==> config.mk <==
export PLATFORM = sky130hd
export DESIGN_NAME = ma_stage
export DESIGN_NICKNAME = d
export VERILOG_FILES = /design/src/rtl/ma_stage.sv
export SDC_FILE = /design/constraint.sdc
export NUM_CORES = 1
export LEC_CHECK = 0
export ABC_AREA = 0
export CORE_MARGIN = 2
export CORE_UTILIZATION = 41
export CTS_CLUSTER_SIZE = 14
export DETAILED_ROUTE_END_ITERATION = 8
export HOLD_SLACK_MARGIN = 0.06
export PLACE_DENSITY_LB_ADDON = 0.08
export SLEW_MARGIN = 30
export SYNTH_ARGS = -nofsm -noshare
export SYNTH_HDL_FRONTEND = slang
export SYNTH_SLANG_ARGS = --single-unit
==> constraint.sdc <==
create_clock -name clk -period 1.2 [get_ports clk]
set_input_delay 0.18 -clock clk [delete_from_list [all_inputs] [get_ports clk]]
set_output_delay 0.18 -clock clk [all_outputs]
set_load 0.02 [all_outputs]
==> src/rtl/ma_stage.sv <==
// Memory-access pipeline stage: registers the EX->MA bus, picks load data or ALU result,
// and keeps the SRAM read data stable while write-back stalls.
module ma_stage (
  input  logic        clk,
  input  logic        rst,
  input  logic        ex_validout,
  input  logic        wb_allowin,
  output logic        ma_allowin,
  output logic        ma_validout,
  input  logic [70:0] ex_to_ma_bus,
  input  logic [31:0] data_sram_rdata,
  output logic [69:0] ma_to_wb_bus,
  output logic [5:0]  ma_to_id_bus
);

  typedef struct packed {
    logic        res_from_mem;
    logic        gr_we;
    logic [4:0]  dest;
    logic [31:0] alu_result;
    logic [31:0] pc;
  } ex_ma_t;

  logic        valid;
  logic        hold_valid;
  logic [31:0] rdata_hold;
  ex_ma_t      bus_r;
  logic        readygo;
  logic [31:0] mem_result;
  logic [31:0] final_result;

  assign readygo     = 1'b1;
  assign ma_allowin  = ~valid | (readygo & wb_allowin);
  assign ma_validout = valid & readygo;

  always_ff @(posedge clk) begin
    if (rst) begin
      valid      <= 1'b0;
      bus_r      <= '0;
      hold_valid <= 1'b0;
      rdata_hold <= '0;
    end else begin
      if (ma_allowin) valid <= ex_validout;
      if (ex_validout & ma_allowin) bus_r <= ex_ma_t'(ex_to_ma_bus);
      // The SRAM output moves on after the first MA cycle, so snapshot it once on a stall.
      if (ma_allowin) begin
        hold_valid <= 1'b0;
      end else if (valid & ~hold_valid) begin
        hold_valid <= 1'b1;
        rdata_hold <= data_sram_rdata;
      end
    end
  end

  assign mem_result   = hold_valid ? rdata_hold : data_sram_rdata;
  assign final_result = bus_r.res_from_mem ? mem_result : bus_r.alu_result;
  assign ma_to_wb_bus = {bus_r.gr_we, bus_r.dest, final_result, bus_r.pc};
  assign ma_to_id_bus = {bus_r.gr_we & valid, bus_r.dest & {5{valid}}};

endmodule

==> impl_metrics.ini <==
[pwr]
clkPwrFrac = 0.346
power_switching_w = 0.002825
p_sw_frac = 0.2826
comb_power_share = 0.275
power_w = 0.009997
p_leak_nw = 3.713
p_int_w = 0.007172
ir_drop_mv = 0.6137
p_seq_frac = 0.380
powerDensity_nw_per_um2 = 1036

[cells_and_area]
antenna_cells = 0
drive_above_1_share = 0.5963
area_growth_pct = 86.06
layout.nets = 912
fin_cells = 982

[synth]
synthXorXnorAreaFrac = 0
syn_inst = 622
ys_seq_elements = 105
synth.avg_cell_area_um2 = 8.340
yosysTopAreaCell = dfxtp_1
synthSimpleGateAreaFrac = 0.1512
yosys-top-cells-area = dfxtp_1 (41%), a21bo_2 (14%), a21oi_1 (13%), nand3_1 (6.8%), mux2i_1 (6.2%)
synth_top_family_by_area = compound AO/OA/AOI/OAI gates
synth.area.mux_share = 0.06175
synth_top_area_frac = 0.4052
synthesis.nets = 729
ys_types = 17
synth_compound_area_frac = 0.2682
yosysWarnings = 0
seq_area_frac_synth = 0.4052
synthAdderAreaFrac = 0
synthesis.area_um2 = 5187

[place]
globalplace.congestion = 0.7448
place_ws_ns = -0.5450
hpwlAfterDp_mm = 9.301
dp.cells = 900
portBuffers = 184

[setup_path]
cp.required_ns = 1.02
cp_max_fo = 7
crit_type = reg2out
r2r_cells = 7
rr_endpoint = rdata_hold[28]$_SDFFE_PP0P_
crit_path_start = hold_valid$_SDFFE_PP0P_
endpoint = ma_to_wb_bus[44]
startpoint_type = register
worst_r2r_startpoint = hold_valid$_SDFFE_PP0P_
end_kind = primary output
crit_arrival_ns = 1.62
reg2reg_slack_ns = -0.45

[hold_path]
hold_class = in2reg

[route]
vias = 5318
via_per_inst = 5.415
avgRoutedWirePerCell_um = 20.73
ant_nets = 0
drc = 0
drt_iter0_markers = 302
drt_first_pass_iters = 4
wl_mm = 20.36

[grt]
antenna_found_initial = 1
overflow = 0
grt_pass1_vias = 5032
grt_max_degree = 78
track_usage = 0.2569
grt_pass1_wl_mm = 26.63

[floorplanning]
core_region_area_um2 = 12470
ioPinCount = 185
dieHeight_um = 116.5
die_w_um = 116.5
die-area_um2 = 13570
initial_core_util = 0.4161
num_rows = 41

[clocking]
cts_max_path_buffers = 2
htree_levels = 3
clock-sinks = 105
cts_buffers = 9
cts_tree = built
path_clk_slew_ns = 0.07
cts.root.buffer_cell = clkbuf_16
insertion_delay_ns = 0.35

[timing]
relSlewSlack = 0.6370
finalHoldViolCount = 0
max_freq_mhz = 555.1
slew_viol_final = 0
clock_skew_ns = 0.008206
final.min_clock_period_ns = 1.802
setup_ws_ns = -0.6015
finalCritPeriodShare = 1.501
setup_violations = 137
worst_pin_slew_ns = 0.5444
grt_setup_unrepaired = yes

[outcome]
outcome = complete, but fails checks
violations = setup timing

[job]
drv_cap = 0
==> per-layer routing <==
metal,track usage,vias up,part of all wire
li1,-,2489,-
met4,0.09365,2,0.021
met5,0,-,0.00064
met3,0.05708,36,0.062
met2,0.4477,190,0.52
met1,0.3110,2601,0.39
==> cells by family after synthesis <==
group                  Yosys count
AO/OA/AOI/OAI                  207
AND/OR/NAND/NOR                177
buffers and inverters          101
flip-flops                     105
multiplexers                    32
==> placed cells by master, fill, tap and decap left out <==
master / synthesis / routed
a21oi_2: 0 / 113
mux2i_2: 0 / 15
dfxtp_4: 0 / 3
mux2i_1: 32 / 11
buf_8: 0 / 6
buf_16: 0 / 7
buf_4: 41 / 26
nand2_2: 0 / 17
a21bo_2: 71 / 44
nand3_2: 0 / 26
and2_4: 0 / 6
nor2_1: 33 / 32
nand2_4: 0 / 36
or3b_4: 0 / 1
clkdlybuf4s15_2: 0 / 4
clkdlybuf4s50_1: 0 / 104
nor3b_4: 0 / 1
buf_12: 0 / 28
clkbuf_16: 0 / 16
clkinv_2: 0 / 3
nand2b_4: 0 / 1
a21bo_4: 0 / 27
buf_2: 21 / 8
nand2_1: 64 / 11
buf_6: 4 / 48
dfxtp_1: 105 / 102
nand3_4: 0 / 12
clkbuf_8: 0 / 1
nor2_2: 0 / 1
inv_1: 1 / 1
clkbuf_2: 0 / 23
a21oi_1: 136 / 23
bufinv_16: 0 / 3
mux2i_4: 0 / 6
clkdlybuf4s15_1: 0 / 10
nand3_1: 71 / 33
bufbuf_16: 0 / 1
==> area by class of cell <==
cell class | count | area, µm²
inverters | 1 | 3.754
well taps | 172 | 215.2
clock inverters | 6 | 105.1
flip-flops and latches | 105 | 2113
clock buffers | 10 | 239.0
repair buffers | 272 | 3128
fillers | 806 | 2814
multi-input cells | 416 | 3847
==> through the flow <==
step / hold slack (ns) / instance area [µm²] / util / setup TNS (ns)
5_1_grt: 0.3406 / 9652 / 0.7743 / -41.30
3_5_place_dp: 0.4510 / 7091 / 0.5688 / -53.15
3_3_place_gp: 0.4428 / 7091 / 0.5688 / -49.89
6_report: 0.3270 / 9652 / 0.7743 / -36.51
4_1_cts: 0.2959 / 8856 / 0.7104 / -32.34
2_1_floorplan: 0.3160 / 5323 / - / -1.962
==> sequential cells by signal, summed over array words and instances, names as in the netlist <==
name	flops
hold_valid	1
rdata_hold	32
ma_to_wb_bus	38
bus_r	33
ma_validout	1
==> synth_stat cells, drive strengths merged <==
cell / n
and2: 6
clkbuf: 24
nand3: 71
dfxtp: 105
a21bo: 71
a21oi: 136
or3b: 1
nand2: 64
nor3b: 1
nor2: 33
mux2i: 32
buf: 76
inv: 1
nand2b: 1
==> worst max-delay path, stage by stage (launching register included) <==
cell and delay (ns):
dfxtp_4 0.38, buf_12 0.12, buf_12 0.12, buf_4 0.11, mux2i_1 0.27, a21oi_2 0.10
buf_4 0.17
==> repair_timing <==
action	4_1_cts	5_1_grt
hold buffers	0	0
gates cloned	19	10
resized for setup	435	247
hold endpoints to repair	0	0
setup buffers	41	11
pin swaps	101	95
endpoints found under the setup margin	164	162
==> power by group through the flow <==
stage | Combinational (W) | Sequential (W) | Clock [W]
after floorplan | 0.00113 | 0.00381 | 0
after global placement | 0.00193 | 0.00383 | 0
after detailed placement | 0.00195 | 0.00384 | 0
after CTS | 0.00240 | 0.00376 | 0.00347
after global routing | 0.00288 | 0.00381 | 0.00362
final | 0.00275 | 0.00379 | 0.00346
==> worst min path at each step <==
stage                                start  depth (start not counted)                             to  slack, ns
2_1_floorplan          data_sram_rdata[19]                          2    rdata_hold[19]$_SDFFE_PP0P_       0.32
3_3_place_gp   rdata_hold[20]$_SDFFE_PP0P_                          2    rdata_hold[20]$_SDFFE_PP0P_       0.44
3_5_place_dp   rdata_hold[20]$_SDFFE_PP0P_                          2    rdata_hold[20]$_SDFFE_PP0P_       0.45
4_1_cts                        ex_validout                          4  ma_to_wb_bus[25]$_SDFFE_PP0P_       0.30
5_1_grt                        ex_validout                          4  ma_to_wb_bus[30]$_SDFFE_PP0P_       0.34
6_report                       ex_validout                          4  ma_to_wb_bus[30]$_SDFFE_PP0P_       0.33
(Power assumes the default switching activity.)
